--- src/rtl/uart_pkg.sv ---
// Shared UART definitions: receiver FSM states and baud divider math used by
// both the emitter and the receiver.
package uart_pkg;

  typedef enum logic [2:0] {
    IDLE,
    START,
    DATA,
    STOP,
    BREAK
  } rx_state_t;

  function automatic int calc_div(input int clk_freq_hz, input int baud_rate);
    return clk_freq_hz / baud_rate;
  endfunction

  function automatic int calc_half(input int clk_freq_hz, input int baud_rate);
    return calc_div(clk_freq_hz, baud_rate) / 2;
  endfunction

endpackage

--- src/rtl/uart_rx_sync.sv ---
// Two-flop synchronizer for an asynchronous, idle-high input.
// Reset presets both flops high so an idle line is seen right after reset.
module uart_rx_sync (
  input  logic clk,
  input  logic rst,
  input  logic raw,
  output logic synced
);

  logic meta;

  always_ff @(posedge clk or posedge rst) begin
    if (rst) begin
      meta   <= 1'b1;
      synced <= 1'b1;
    end else begin
      meta   <= raw;
      synced <= meta;
    end
  end

endmodule

--- src/rtl/uart_receiver.sv ---
// 8N1 serial receiver with a one-entry holding buffer, valid/ready output
// handshake and sticky overrun / framing error flags.
module uart_receiver #(
  parameter int clk_freq_hz = 27_000_000,
  parameter int baud_rate   = 115200
) (
  input  logic       i_clk,
  input  logic       i_rst,
  input  logic       i_uart_rx,
  output logic [7:0] o_data,
  output logic       o_valid,
  input  logic       i_ready,
  input  logic       i_clr_err,
  output logic       o_overrun,
  output logic       o_frame_err
);

  import uart_pkg::*;

  localparam int DIV  = calc_div(clk_freq_hz, baud_rate);
  localparam int HALF = calc_half(clk_freq_hz, baud_rate);
  localparam int CW   = $clog2(DIV);

  logic            rx_s;
  rx_state_t       state;
  logic [CW-1:0]   cnt;
  logic [2:0]      bit_idx;
  logic [7:0]      shift_reg;

  uart_rx_sync u_sync (
    .clk    (i_clk),
    .rst    (i_rst),
    .raw    (i_uart_rx),
    .synced (rx_s)
  );

  // Clears are written first so a set event later in the same cycle wins.
  always_ff @(posedge i_clk or posedge i_rst) begin
    if (i_rst) begin
      state       <= IDLE;
      cnt         <= '0;
      bit_idx     <= '0;
      shift_reg   <= '0;
      o_data      <= '0;
      o_valid     <= 1'b0;
      o_overrun   <= 1'b0;
      o_frame_err <= 1'b0;
    end else begin
      if (o_valid && i_ready) o_valid <= 1'b0;
      if (i_clr_err) begin
        o_overrun   <= 1'b0;
        o_frame_err <= 1'b0;
      end

      case (state)
        IDLE: begin
          if (!rx_s) begin
            state <= START;
            cnt   <= CW'(HALF - 1);
          end
        end

        START: begin
          if (cnt == '0) begin
            if (!rx_s) begin
              state   <= DATA;
              bit_idx <= '0;
              cnt     <= CW'(DIV - 1);
            end else begin
              state <= IDLE;
            end
          end else begin
            cnt <= cnt - 1'b1;
          end
        end

        DATA: begin
          if (cnt == '0) begin
            shift_reg <= {rx_s, shift_reg[7:1]};
            cnt       <= CW'(DIV - 1);
            if (bit_idx == 3'd7) state <= STOP;
            else bit_idx <= bit_idx + 3'd1;
          end else begin
            cnt <= cnt - 1'b1;
          end
        end

        STOP: begin
          if (cnt == '0) begin
            if (rx_s) begin
              state <= IDLE;
              // A consumer read in this same cycle frees the buffer in time.
              if (!o_valid || i_ready) begin
                o_data  <= shift_reg;
                o_valid <= 1'b1;
              end else begin
                o_overrun <= 1'b1;
              end
            end else begin
              o_frame_err <= 1'b1;
              state       <= BREAK;
            end
          end else begin
            cnt <= cnt - 1'b1;
          end
        end

        BREAK: begin
          if (rx_s) state <= IDLE;
        end

        default: state <= IDLE;
      endcase
    end
  end

endmodule
--- config.mk ---
export PLATFORM = sky130hd
export DESIGN_NAME = uart_receiver
export DESIGN_NICKNAME = d
export VERILOG_FILES = /design/src/rtl/uart_pkg.sv /design/src/rtl/uart_rx_sync.sv /design/src/rtl/uart_receiver.sv
export SDC_FILE = /design/constraint.sdc
export NUM_CORES = 1
export LEC_CHECK = 0
export BUFFER_PORTS_ARGS = -buffer_cell sky130_fd_sc_hd__buf_2
export CAP_MARGIN = 20
export CORE_ASPECT_RATIO = 0.6
export CORE_MARGIN = 3
export CORE_UTILIZATION = 55
export CTS_BUF_LIST = sky130_fd_sc_hd__clkbuf_4
export DETAILED_ROUTE_END_ITERATION = 12
export GPL_ROUTABILITY_DRIVEN = 0
export GPL_TIMING_DRIVEN = 0
export MAX_ROUTING_LAYER = met4
export PLACE_DENSITY = 0.75
export RECOVER_POWER = 25
export SYNTH_ARGS = -nofsm -noshare
export SYNTH_HDL_FRONTEND = slang
export SYNTH_SLANG_ARGS = --single-unit
--- constraint.sdc ---
create_clock -name i_clk -period 2.8 [get_ports i_clk]
set_clock_uncertainty 0.05 [all_clocks]
set_input_delay 0.42 -clock i_clk [delete_from_list [all_inputs] [get_ports i_clk]]
set_output_delay 0.42 -clock i_clk [all_outputs]
set_load 0.005 [all_outputs]
==> metrics.md <==
| Metric | Value |
|---|---|
| P_int | `605.4 uW` |
| Seq cells post-synth | `35` |
| Setup Slack @ Placement | `0.3788 ns` |
| Fin cells | `213` |
| Mapped Cells | `149` |
| FF-to-FF End | `o_data[5]` |
| FILL cells | `223` |
| Setup Buffers After CTS | `0` |
| Vias | `1252` |
| Maximum clock frequency | `399.7 MHz` |
| Worst slew pin tran | `1.022 ns` |
| Dpl cell area | `1832 um2` |
| Combinational power share | `2.4%` |
| Depth of the most critical reg-to-reg path | `6` |
| Num CTS Buffers | `5` |
| Synth cell types | `45` |
| Chip Width | `77.33 um` |
| Clock tree buffer depth | `2` |
| Clk slew on worst S/H paths | `0.11 ns` |
| First-pass GRT wire length | `5.934 mm` |
| # diodes | `0` |
| Req. time, crit path | `2.98 ns` |
| Mapped Area | `1679 um2` |
| First DRT Iteration DRCs | `222` |
| Synth top area cells | `dfrtp_1, mux2_2, dfstp_2` |
| Final wirelength | `3.327 mm` |
| H-tree levels | `2` |
| Max Cap Viol | `0` |
| Clk_lat worst skew | `0.33 ns` |
| Post-DRT Antenna Nets | `0` |
| Routed WL per cell | `15.62 um` |
| Setup_tns | `0 ns` |
| HP Class | `in2async` |
| Gr ovfl total | `0` |
| Post-synth top area share | `49.18%` |
| Synthesized area per cell | `11.27 um2` |
| Endpoints failing hold | `0` |
| GR peak layer | `met1` |
| Pre-antenna DRT Iters | `4` |
| RSZ-0062 raised after global routing | `false` |
| Vias in the first global route | `1225` |
| Global Route met2 Usage | `26.93%` |
| Top Ports | `16` |
| Die Y-Extent | `48.80 um` |
| Sw Pwr | `182.3 uW` |
| Sequential cell area | `878.3 um2` |
| Std cell rows | `14` |
| Largest net degree at the start of global routing | `21` |
| Final Setup Violations | `0` |
| Post-synth ARST share | `100.0%` |
| DR DRC count | `0` |
| Footprint of the multi-input gates | `750.7 um2` |
| Reg-to-Reg Start | `cnt[0]` |
| Startpoint Class | `flop` |
| HPWL Detailed | `2.376 mm` |
| Final min period | `2.502 ns` |
| Hold_buf cts | `0` |
| Placed Cells incl. Taps | `205` |
| Final worst-path cycle share | `89.36%` |
| CTS Root Cell | `clkbuf_4` |
| Leading area contributor after synthesis | `dfrtp_1` |
| Sink Count | `35` |
| Pwr dens | `423.4 nW/um2` |
| Die area | `3774 um2` |
| Core Region | `2698 um2` |
| Max-slew headroom | `31.84%` |
| Leak | `0.8962 nW` |
| Antenna violations before repair | `0` |
| Cts repair resizes | `0` |
| Initial Util | `62.24%` |
| Post-route cell area | `1861 um2` |
| Reg2reg setup slack | `0.30 ns` |
| Syn-to-layout area delta | `10.80%` |
| Sequential share of the synthesized area | `52.31%` |
| Capturing element type of the critical path | `flop` |
| Sequential Power Share | `64.7%` |
| Max-slew violations | `0` |
| Setup CP Type | `reg2reg` |
| CTS tree | `built` |
| Share of layout cells above drive strength 1 | `26.59%` |
| Syn nets | `158` |
| Port bufs | `15` |
| Post-synth EDFFs | `0` |
| Min setup slack post-route | `0.2979 ns` |
| Gr usage total | `20.61%` |
| Via density | `5.878` |
| Met3 Use GR | `5.720%` |
| Synth Flop Type | `dfrtp_1` |
| Peak VDD IR | `0.2956 mV` |
| Clk network pwr share | `33.0%` |
| YS warnings | `0` |
| Met1 usage | `30.76%` |
| Final net count | `181` |
| Status | `finished clean` |
| CP arrival | `2.68 ns` |
| CP max FO | `8` |
| Sw Ratio | `23.14%` |
cells in the mapped netlist, types with 2 or more instances:
| cell type | n |
|---|---|
| or3_1 | 2 |
| inv_1 | 9 |
| nor3_1 | 3 |
| nand3b_1 | 2 |
| a21o_1 | 2 |
| o21ai_0 | 6 |
| nand2_1 | 12 |
| or4_1 | 2 |
| mux2_2 | 15 |
| dfrtp_1 | 33 |
| o31ai_1 | 4 |
| dfstp_2 | 2 |
| ha_1 | 4 |
| a2bb2oi_1 | 2 |
| nor2_1 | 5 |
| nand3_1 | 2 |
| nand4_1 | 2 |
| clkbuf_1 | 3 |
| a22o_1 | 2 |
| o21ai_1 | 3 |
| a211oi_1 | 2 |
| a21oi_1 | 7 |
| nand2b_1 | 2 |
| a31oi_1 | 2 |
how the worst max path moves through the flow:
| stage | start | endpoint |
|---|---|---|
| after floorplan | cnt[0] | o_data[0] |
| after global routing | cnt[0] | o_data[4] |
| final | cnt[0] | o_data[5] |
| after CTS | cnt[0] | o_data[5] |
| after global placement | cnt[0] | o_data[6] |
| after detailed placement | cnt[0] | o_data[5] |
power by group through the flow:
stage | clock network [mW] | logic [mW] | registers [mW]
after floorplan | 0 | 0.0121 | 0.519
after global placement | 0 | 0.0179 | 0.519
after detailed placement | 0 | 0.0235 | 0.519
after CTS | 0.272 | 0.0237 | 0.510
after global routing | 0.296 | 0.0224 | 0.510
final | 0.260 | 0.0186 | 0.510
routing by layer:
layer / vias up / wire length [um]
met5: - / 0
met4: 0 / 32
met3: 5 / 232
met2: 54 / 1294
met1: 593 / 1767
li1: 600 / -
cell usage in the layout (no fill, tap or decap), types with 3 or more instances in the layout:
cell	count
clkinv_2	3
inv_1	9
a21oi_1	7
o21ai_0	6
o31ai_1	4
mux2_2	15
ha_1	4
clkbuf_4	5
nor3_1	3
o21ai_1	3
nor2_1	5
buf_2	16
dfrtp_1	33
clkbuf_1	4
nand2_1	12
through the flow:
stage / total power [mW] / hold slack [ns] / utilization [%]
after floorplan: 0.5308 / 0.2952 / -
after global placement: 0.5370 / 0.2979 / 66.88
after detailed placement: 0.5428 / 0.3019 / 67.90
after CTS: 0.8054 / 0.1164 / 69.85
after global routing: 0.8291 / 0.1114 / 68.97
final: 0.7878 / 0.08931 / 68.97
area by class of cell:
cell class	count	share of cell area [%]
Sequential cell	35	47.21
Multi-Input combinational cell	101	40.35
Timing Repair Buffer	16	4.237
Tap cell	40	2.690
Clock buffer	5	2.017
Inverter	9	1.816
Buffer	4	0.8742
Clock inverter	3	0.8070
critical path, stage by stage, from the launching register on:
cell and delay (ns):
dfrtp_1 0.43, inv_1 0.09, ha_1 0.16, nor4b_2 0.48, nand3_1 0.29, nor3b_4 0.50, mux2_2 0.39
cell families (layout without fill, tap and decap cells):
group	after synthesis	in the layout	share of synthesized area [%]
AOI/OAI and AO/OA	39	39	16.10
xor gates and xnor gates	1	1	0.5217
adders and majority gates	4	4	2.981
buffers and inverters	13	37	2.980
DFF	35	35	52.31
muxes	16	16	10.73
and+or+nand+nor	41	41	14.38
Note: power is estimated with default switching activity, not from simulation.
